==> src/rtl/alu_seq_pkg.sv <==
// rtl/alu_seq_pkg.sv - definitions shared by the sequential ALU
// Purpose: opcode mnemonics (encodings inherited from the single-cycle ALU)
//          and the FSM state type of alu_seq.
package alu_seq_pkg;

   typedef enum logic [3:0] {
      LSH = 4'b0000,
      RSH = 4'b0001,
      AND = 4'b0010,
      OR  = 4'b0011,
      GEQ = 4'b1000,
      EQ  = 4'b1001,
      NEG = 4'b1010,
      ADD = 4'b1011,
      NEQ = 4'b1101
   } op_mne;

   typedef enum logic [1:0] {
      IDLE  = 2'd0,
      SHIFT = 2'd1,
      DONE  = 2'd2
   } alu_state_t;

endpackage

==> src/rtl/alu_seq_if.sv <==
// rtl/alu_seq_if.sv - request/result handshake bundle of alu_seq
// Purpose: groups the operation request (in_*, InputA, InputB, OP) and the
//          result (out_*, Out, flags) of the ALU.
// Modports: master = operation source / result consumer, slave = the ALU.
interface alu_seq_if #(parameter int W = 8);

   logic         in_valid;
   logic         in_ready;
   logic [W-1:0] InputA;
   logic [W-1:0] InputB;
   logic [3:0]   OP;
   logic         out_valid;
   logic         out_ready;
   logic [W-1:0] Out;
   logic         Zero;
   logic         Carry;
   logic         Negative;
   logic         Illegal;

   modport master (
      output in_valid, InputA, InputB, OP, out_ready,
      input  in_ready, out_valid, Out, Zero, Carry, Negative, Illegal
   );

   modport slave (
      input  in_valid, InputA, InputB, OP, out_ready,
      output in_ready, out_valid, Out, Zero, Carry, Negative, Illegal
   );

endinterface

==> src/rtl/alu_comb.sv <==
// rtl/alu_comb.sv - combinational part of the sequential ALU
// Purpose: computes every non-shift result, the ADD carry and the illegal
//          opcode decode in one pass.
// Ports: a, b   - operands (W bits)
//        op     - opcode
//        res    - result (W bits); LSH/RSH return a unchanged (amount 0 case)
//        carry  - ADD carry-out, 0 otherwise
//        illegal- op is not a defined opcode
module alu_comb
   import alu_seq_pkg::*;
#(
   parameter int W = 8
) (
   input  logic [W-1:0] a,
   input  logic [W-1:0] b,
   input  logic [3:0]   op,
   output logic [W-1:0] res,
   output logic         carry,
   output logic         illegal
);

   logic [W:0] sum;

   always_comb begin
      sum     = {1'b0, a} + {1'b0, b};
      res     = '0;
      carry   = 1'b0;
      illegal = 1'b0;
      case (op_mne'(op))
         // Non-zero shift amounts are iterated by alu_seq; only the
         // zero-amount passthrough is resolved here.
         LSH, RSH: res = a;
         AND:      res = a & b;
         OR:       res = a | b;
         GEQ:      res = {{(W-1){1'b0}}, (a >= b)};
         EQ:       res = {{(W-1){1'b0}}, (a == b)};
         NEG:      res = ~a + {{(W-1){1'b0}}, 1'b1};
         ADD: begin
            res   = sum[W-1:0];
            carry = sum[W];
         end
         NEQ:      res = {{(W-1){1'b0}}, (a != b)};
         default:  illegal = 1'b1;
      endcase
   end

endmodule

==> src/rtl/alu_seq.sv <==
// rtl/alu_seq.sv - handshaked W-bit ALU with iterative one-bit-per-cycle shifts
// Purpose: accepts one operation when idle, produces a registered result
//          with Zero/Carry/Negative/Illegal flags and holds it until the
//          consumer takes it.
// Ports: Clk   - clock, rising edge
//        Reset - synchronous, active-high
//        bus   - alu_seq_if slave modport (request in, result out)
module alu_seq
   import alu_seq_pkg::*;
#(
   parameter int W = 8
) (
   input  logic       Clk,
   input  logic       Reset,
   alu_seq_if.slave   bus
);

   localparam int SHW = $clog2(W) + 1;

   alu_state_t     state;
   logic [W-1:0]   acc;
   logic [SHW-1:0] cnt;
   logic           dir_right;

   logic [W-1:0]   res_c;
   logic           carry_c;
   logic           illegal_c;
   logic           is_shift;
   logic [SHW-1:0] amt;
   logic [W-1:0]   acc_nxt;

   alu_comb #(.W(W)) u_comb (
      .a       (bus.InputA),
      .b       (bus.InputB),
      .op      (bus.OP),
      .res     (res_c),
      .carry   (carry_c),
      .illegal (illegal_c)
   );

   assign is_shift = (bus.OP == LSH) || (bus.OP == RSH);
   // Amounts of W or more shift every bit out, so clamp to W.
   assign amt      = (bus.InputB >= W'(W)) ? SHW'(W) : SHW'(bus.InputB);
   assign acc_nxt  = dir_right ? (acc >> 1) : (acc << 1);

   assign bus.in_ready  = (state == IDLE) && !Reset;
   assign bus.out_valid = (state == DONE);

   always_ff @(posedge Clk) begin
      if (Reset) begin
         state        <= IDLE;
         acc          <= '0;
         cnt          <= '0;
         dir_right    <= 1'b0;
         bus.Out      <= '0;
         bus.Zero     <= 1'b0;
         bus.Carry    <= 1'b0;
         bus.Negative <= 1'b0;
         bus.Illegal  <= 1'b0;
      end else begin
         case (state)
            IDLE: begin
               if (bus.in_valid) begin
                  if (is_shift && (amt != '0)) begin
                     acc       <= bus.InputA;
                     cnt       <= amt;
                     dir_right <= (bus.OP == RSH);
                     state     <= SHIFT;
                  end else begin
                     bus.Out      <= res_c;
                     bus.Zero     <= (res_c == '0);
                     bus.Carry    <= carry_c;
                     bus.Negative <= res_c[W-1];
                     bus.Illegal  <= illegal_c;
                     state        <= DONE;
                  end
               end
            end
            SHIFT: begin
               acc <= acc_nxt;
               cnt <= cnt - 1'b1;
               // Last step: flags come from the final accumulator value.
               if (cnt == SHW'(1)) begin
                  bus.Out      <= acc_nxt;
                  bus.Zero     <= (acc_nxt == '0);
                  bus.Carry    <= 1'b0;
                  bus.Negative <= acc_nxt[W-1];
                  bus.Illegal  <= 1'b0;
                  state        <= DONE;
               end
            end
            DONE: begin
               if (bus.out_ready) state <= IDLE;
            end
            default: state <= IDLE;
         endcase
      end
   end

endmodule

==> src/flat_wrapper.sv <==
// flat-port wrapper written by rule: the top's interface ports become plain ports
module alu_seq_flat import alu_seq_pkg::*;
#(
   parameter int W = 8
)
  (Clk, Reset, bus_in_valid, bus_InputA, bus_InputB, bus_OP, bus_out_ready, bus_in_ready, bus_out_valid, bus_Out, bus_Zero, bus_Carry, bus_Negative, bus_Illegal);
  alu_seq_if #(.W(W)) bus_i ();
  input  logic Clk;
  input  logic Reset;
  input wire logic [$bits(bus_i.in_valid)-1:0] bus_in_valid;
  input wire logic [$bits(bus_i.InputA)-1:0] bus_InputA;
  input wire logic [$bits(bus_i.InputB)-1:0] bus_InputB;
  input wire logic [$bits(bus_i.OP)-1:0] bus_OP;
  input wire logic [$bits(bus_i.out_ready)-1:0] bus_out_ready;
  output wire logic [$bits(bus_i.in_ready)-1:0] bus_in_ready;
  output wire logic [$bits(bus_i.out_valid)-1:0] bus_out_valid;
  output wire logic [$bits(bus_i.Out)-1:0] bus_Out;
  output wire logic [$bits(bus_i.Zero)-1:0] bus_Zero;
  output wire logic [$bits(bus_i.Carry)-1:0] bus_Carry;
  output wire logic [$bits(bus_i.Negative)-1:0] bus_Negative;
  output wire logic [$bits(bus_i.Illegal)-1:0] bus_Illegal;
  assign bus_i.in_valid = bus_in_valid;
  assign bus_i.InputA = bus_InputA;
  assign bus_i.InputB = bus_InputB;
  assign bus_i.OP = bus_OP;
  assign bus_i.out_ready = bus_out_ready;
  assign bus_in_ready = bus_i.in_ready;
  assign bus_out_valid = bus_i.out_valid;
  assign bus_Out = bus_i.Out;
  assign bus_Zero = bus_i.Zero;
  assign bus_Carry = bus_i.Carry;
  assign bus_Negative = bus_i.Negative;
  assign bus_Illegal = bus_i.Illegal;
  alu_seq #(.W(W)) u_core (.Clk(Clk), .Reset(Reset), .bus(bus_i));
endmodule
==> config.mk <==
export PLATFORM = sky130hd
export DESIGN_NAME = alu_seq_flat
export DESIGN_NICKNAME = d
export VERILOG_FILES = /design/src/rtl/alu_seq_pkg.sv /design/src/rtl/alu_seq_if.sv /design/src/rtl/alu_comb.sv /design/src/rtl/alu_seq.sv /design/src/flat_wrapper.sv
export SDC_FILE = /design/constraint.sdc
export NUM_CORES = 1
export LEC_CHECK = 0
export CAP_MARGIN = 5
export CELL_PAD_IN_SITES_DETAIL_PLACEMENT = 0
export CELL_PAD_IN_SITES_GLOBAL_PLACEMENT = 1
export CORE_AREA = 2 2 84 86
export CTS_CLUSTER_SIZE = 40
export DETAILED_ROUTE_END_ITERATION = 16
export DIE_AREA = 0 0 86 88
export MAX_ROUTING_LAYER = met4
export PLACE_DENSITY = 0.89
export SYNTH_ARGS = -nofsm -noshare
export SYNTH_HDL_FRONTEND = slang
export SYNTH_SLANG_ARGS = --single-unit
==> constraint.sdc <==
create_clock -name Clk -period 4.56 [get_ports Clk]
set_input_delay 0.912 -clock Clk [delete_from_list [all_inputs] [get_ports Clk]]
set_output_delay 0.912 -clock Clk [all_outputs]
set_load 0.02 [all_outputs]
== After elaboration in Yosys (flattened, before gate mapping) ==
Cells that the tools add are included.

* Memory bits (writable): 0
* ROM bits: 0
* Latch bits: 0
* Memories: 0
* Bits in registers: 27
* Output and inout bits: 14
* Word-level logic and storage cells: 86

* Divide/modulo/power cells: 0
* $add $sub $neg: 3
* Muxes and demuxes: 35
* Eq/ne operators: 18
* Bitwise logic cells: 3
* Magnitude comparators: 2
* Shifts and indexed selects: 0
* Reduce and logical (&&, ||, !) cells: 16
* $mul: 0

{| class="wikitable"
|+ Operator list
! cell !! number
|-
| $pmux W8 S8 || 1
|-
| $mux W8 || 6
|-
| $pmux W8 S2 || 2
|-
| $eq A4 B4 Y1 const B || 5
|-
| $logic_not A8 Y1 || 2
|-
| $mux W1 || 13
|-
| $mux W4 || 3
|-
| $add A8 B8 Y9 || 1
|-
| $reduce_and A3 Y1 || 3
|-
| $reduce_or A9 Y1 || 1
|-
| $add A8 B1 Y8 const B || 1
|-
| $and A8 B8 Y8 || 1
|-
| $eq A4 B1 Y1 const B || 2
|-
| $eq A4 B2 Y1 const B || 2
|-
| $eq A8 B8 Y1 || 1
|-
| $ge A8 B4 Y1 const B || 1
|-
| $ge A8 B8 Y1 || 1
|-
| $mux W2 || 4
|-
| $ne A2 B2 Y1 const B || 4
|-
| $ne A8 B8 Y1 || 1
|-
| $not A8 Y8 || 1
|-
| $or A8 B8 Y8 || 1
|-
| $pmux W1 S2 || 4
|-
| $pmux W4 S2 || 1
|-
| other kinds (14) || 15
|}

== Logic depth before layout (Yosys ltp) ==
* Word-level depth: 7
* Gate-level depth with buffers: 9
* Depth with buffers taken out: 8

== Hierarchy ==
From an unflattened synthesis, not the netlist that was laid out.

* Cell total of the unflattened synthesis: 336
* Area total of the unflattened synthesis: 2,636.3 um2

{| class="wikitable"
|+ Modules (own cells, without submodules)
! module !! seq. area each (um2) !! area each (um2) !! cells an instance !! times used
|-
| alu_seq || 520.5 || 1,486.4 || 174 || 1
|-
| alu_comb || 0.0 || 1,149.9 || 162 || 1
|}

== Least setup slack after synthesis ==
OpenSTA, ideal clock, no wires.

* Path kind: input -> register
* Start: input bus_InputB[5]
* End: register u_core.bus.Zero
* Buffers on the path: 1
* Slack: 1.708 ns
* Cell stages on the path: 9
* Data arrival time: 2.764 ns
* Path through: inv_1 ha_1 clkbuf_1 nor4_1 a211oi_1 a31o_2 nor4_1 nand3_1 o32ai_2

* Longest elaborated chain between the ends: 6
* Elaborated cells between the ends (all ways): 17
* Those cells by class: 1 x add/sub; 2 x order compare; 3 x eq/ne; 5 x mux; 2 x bitwise; 4 x reduce/logical

{| class="wikitable"
|+ RTL lines
! what !! line !! RTL
|-
| start: declaration || flat_wrapper.sv:12 || <nowiki>input wire logic [$bits(bus_i.InputB)-1:0] bus_InputB;</nowiki>
|-
| $add A8 B8 Y9 (tied with other cells) || alu_comb.sv:25 || <nowiki>sum = {1'b0, a} + {1'b0, b};</nowiki>
|-
| $pmux W8 S8 or $mux W4 (tied branches) || alu_comb.sv:29, alu_seq.sv:43 ||
|-
| $logic_not A8 Y1 or $reduce_bool A4 Y1 (tied branches) || alu_seq.sv:71, alu_seq.sv:64 ||
|-
| $mux W1 or $logic_and A1 B1 Y1 (tied branches) || alu_seq.sv:64 || <nowiki>if (is_shift && (amt != '0)) begin</nowiki>
|-
| $mux W1 or $ne A2 B2 Y1 (tied branches) || - ||
|-
| $pmux W1 S2 or $reduce_and A4 Y1 (tied branches) || - ||
|-
| end signal: assignment || alu_seq.sv:71 || <nowiki>bus.Zero <= (res_c == '0);</nowiki>
|-
| end signal: assignment || alu_seq.sv:85 || <nowiki>bus.Zero <= (acc_nxt == '0);</nowiki>
|-
| end: declaration || alu_seq_if.sv:27 || <nowiki>output in_ready, out_valid, Out, Zero, Carry, Negative, Illegal</nowiki>
|}

Several ways; a longest one is shown, not always the timed one. The select of a mux whose other input is x is not followed.
A chain may end at the register's enable or synchronous reset.

== Worst setup path in the final report ==
* Start: input bus_InputA[5]
* End: register u_core.bus.Zero

* Longest elaborated chain between the ends: 7
* Elaborated cells between the ends (all ways): 13
* Those cells by class: 2 x add/sub; 1 x order compare; 2 x eq/ne; 4 x mux; 3 x bitwise; 1 x reduce/logical

{| class="wikitable"
|+ RTL lines
! what !! line !! RTL
|-
| start: declaration || flat_wrapper.sv:11 || <nowiki>input wire logic [$bits(bus_i.InputA)-1:0] bus_InputA;</nowiki>
|-
| $not A8 Y8 || alu_comb.sv:37 || <nowiki>NEG: res = ~a + {{(W-1){1'b0}}, 1'b1};</nowiki>
|-
| $add A8 B1 Y8 || alu_comb.sv:37 ||
|-
| $pmux W8 S8 (*) || alu_comb.sv:29 || <nowiki>case (op_mne'(op))</nowiki>
|-
| $logic_not A8 Y1 (*) || alu_seq.sv:71 ||
|-
| $mux W1 (*) || alu_seq.sv:64 ||
|-
| $mux W1 (*) || alu_seq.sv:63 || <nowiki>if (bus.in_valid) begin</nowiki>
|-
| $pmux W1 S2 (*) || alu_seq.sv:61 || <nowiki>case (state)</nowiki>
|}

Every way passes the cells marked *; elsewhere a longest branch is shown, timed or not. The select of a mux whose other input is x is not followed.

==> impl_results.md <==
* Io pins at 38
* Post-CTS Hold Fix Bufs at 0
* Syn Std Cell Area at 2590 um^2
* Met2 Usage GRT at 0.326
* Most used cell, CP: nor4_1
* Clock Skews at ~4.2 ps
* Worst reg2reg path startpoint: u_core.cnt[0]$_SDFFE_PP0P_
* CTS H-tree depth at 1
* Sequential share of power at 0.403
* Finished Layout Cells at 450
* Layout cells sized above 1 at 0.0784
* M1 GR Usage at 0.281
* Hold Path Sink: u_core.bus.Out[1]$_SDFFE_PP0P_
* CTS root buffer: clkbuf_8
* Max_cap viols at 0
* Longest Clk Path Bufs at 2
* Synth Flop Type: dfxtp_1
* Via density at 5.78
* Fin. Hold Viols at 0
* Reg2Reg Capture Point: u_core.bus.Zero$_SDFFE_PP0P_
* WHS Path Cells at 2
* Post-CTS sizing at 0
* # rows at 30
* Setup TNS Final at 0 ps
* Synth unique cells at between 60 and 70
* Post-route cell area at 3070 um^2
* Peak supply drop at 0.120 mV
* Overall die height at 88 um
* GRT Util Overall at 0.209
* Critical path peak fanout at 10
* GR Layer Usage met3 at 0.0377
* PD cells at approximately 200 nW/um^2
* Post-synth EDFFs at 0
* Final Cycle Share at 0.796
* Highest cell delay on the worst timing path at about 660 ps
* DIE AREA at roughly 7600 um^2
* Mean Syn Cell Area at 7.54 um^2
* Diodes inserted at 0
* RSZ-0062 raised after global routing: false
* CTS Sinks at 26
* Area Overhead vs Synth at 18.8%
* WS Path Type: input port to flip-flop
* Detailed Route Iter0 Violations at 221
* Top delay family on crit path: simple AND/OR/NAND/NOR gates
* Final wirelength at 7510 um
* Synth area leaders: dfxtp_1 20%, ha_1 13%, a21oi_1 6.8%
* Gr ovfl total at 0
* Starting density of the core at 0.389
* Sw frac at 0.333
* Vias in the first global route at 2491
* Global-route wire length before repair at roughly 12000 um
* DPL Wire Length at between 5000 and 6000 um
* FF-to-FF setup slack at 2300 ps
* Arr. time, crit path at 3820 ps
* CTS tree: built
* Worst path bufs/invs at 2
* Final Setup Violations at 0
* Flops & latches, synth at 26
* Slew @ Worst Pin at 730 ps
* Total power draw at ~0.61 mW
* Antenna Nets Post-Route at 0
* Core area at 6640 um^2
* Buffers on Ports at 37
* Crit path setup slack, layout at 930 ps
* Asr flop ratio synth at 0
* Psw at 0.204 mW
* Hold path start: u_core.bus.Out[1]$_SDFFE_PP0P_
* Clk_lat worst skew at between 200 and 300 ps
* Synthesis Warnings at 0
* Hold crit path type: flip-flop to flip-flop
* Post-CTS Setup Bufs at 0
* DRC errors left at 0
* Clk slew on worst S/H paths at 90 ps
* Cell taking the most area after synthesis: dfxtp_1
* NumNets Final at 423
* Final slew viol count at 0
* Routed len/inst at 16.7 um
* Comb power frac at 0.350
* Tmin final at 3630 ps
* Status: completed
* CTS Buf Count at 3
* Top-count cell post-synth: a21oi_1
* DR pass1 iterations at 4
* Top-area cell type share of the netlist area at 0.201
* Routability congestion estimate at 0.953
* Critical-path top delay cell: clkdlybuf4s50_1
* DP Worst Slack at 681 ps
* CP required at 4750 ps
* Antenna violations before repair at 0
* Die W at 86 um
* Via count at 2599
* Placed insts at ~450
* Worst setup SP type: input port
* Clk pwr share at 0.247
* Top cells by count, synth: 35 x a21oi_1, 28 x nor2_1, 27 x ha_1
* CP cell instances: clkdlybuf4s50_1 > inv_1 > ha_1 > nor4_1 > a211oi_1 > a31o_2 > nor4_1 > nand3_1 > o32ai_2
* Largest net degree at the start of global routing at 24
* Reg2Reg Depth at 8
* Syn_nets at 395
* Gr busiest metal: met2
* Register area share after synthesis at 0.201
* Slew headroom at 0.512
* Gate Count Post-Synth at between 300 and 400
* Leakage at 1.16 nW
* Placed cell area at ~3000 um^2
* CP endpoint kind: flip-flop
* Int Power at 0.408 mW
* Fmax at 0.275 GHz
metal layers:
| metal | share of wire | vias up |
|---|---|---|
| met1 | 0.46 | 1218 |
| met5 | 0 | - |
| met4 | 0.012 | 0 |
| met3 | 0.060 | 10 |
| li1 | - | 1303 |
| met2 | 0.47 | 68 |
per-stage QoR:
step / util / hold WS, ps
after floorplan: - / 487
after global placement: 0.454 / 444
after detailed placement: 0.454 / 446
after CTS: 0.463 / 460
after global routing: 0.463 / 485
final: 0.463 / 456
worst max-delay path by stage:
stage / from / end / slack (ps) / cells after the start
floorplan: bus_InputB[5] / u_core.bus.Zero$_SDFFE_PP0P_ / 1710 / 9
global placement: bus_InputA[1] / u_core.bus.Out[5]$_SDFFE_PP0P_ / 790 / 9
detailed placement: bus_InputA[5] / u_core.bus.Zero$_SDFFE_PP0P_ / 680 / 9
CTS: bus_InputA[5] / u_core.bus.Zero$_SDFFE_PP0P_ / 970 / 9
global route: bus_InputA[1] / u_core.bus.Out[5]$_SDFFE_PP0P_ / 700 / 9
finish: bus_InputA[5] / u_core.bus.Zero$_SDFFE_PP0P_ / 930 / 9
state kept, by name, indices dropped and copies added, names as in the netlist:
| register | count |
|---|---|
| u_core.acc | 8 |
| u_core.bus.Carry | 1 |
| u_core.bus.Illegal | 1 |
| u_core.bus.Out | 8 |
| u_core.bus.Zero | 1 |
| u_core.cnt | 4 |
| u_core.dir_right | 1 |
| u_core.state | 2 |
power by group through the flow:
stage	combinational (mW)	clock, mW	sequential (mW)
after CTS	0.213	0.155	0.247
after global routing	0.238	0.161	0.248
final	0.215	0.151	0.247
after global placement	0.210	0	0.252
after floorplan	0.127	0	0.256
after detailed placement	0.212	0	0.252
cell families after synthesis:
group	count (synthesis)	synth area share
compound gates	106	0.275
simple gates	126	0.272
fa+ha+maj	28	0.138
flops	26	0.201
mux	7	0.0285
buf+inv	46	0.0721
xor+xnor	4	0.0135
worst min-delay path: cells and delay by family, from the launching register on:
family | cells | cell delay, ps
compound gates | 1 | 50
flops | 1 | 320
simple gates | 1 | 50
cell usage in the layout, fill, tap and decap left out, drive strengths merged, types with 5 or more instances in the layout:
cell type and n:
a211oi 14, a21oi 35, buf 7, clkdlybuf4s50 37, dfxtp 26, ha 27
inv 25, nand2 25, nand2b 12, nand3 8, nor2 28, nor2b 5
nor3 8, nor3b 5, nor4 9, o21ai 19, or2 5
layout make-up:
cell class              instances  area (um^2)
multi-input cells             271         1880
flip-flops and latches         26          520
repair buffers                 44          423
inverters                      25         93.8
clock buffers                   4         55.1
well taps                      80          100
fillers                       662         3570
(Power assumes the default switching activity.)
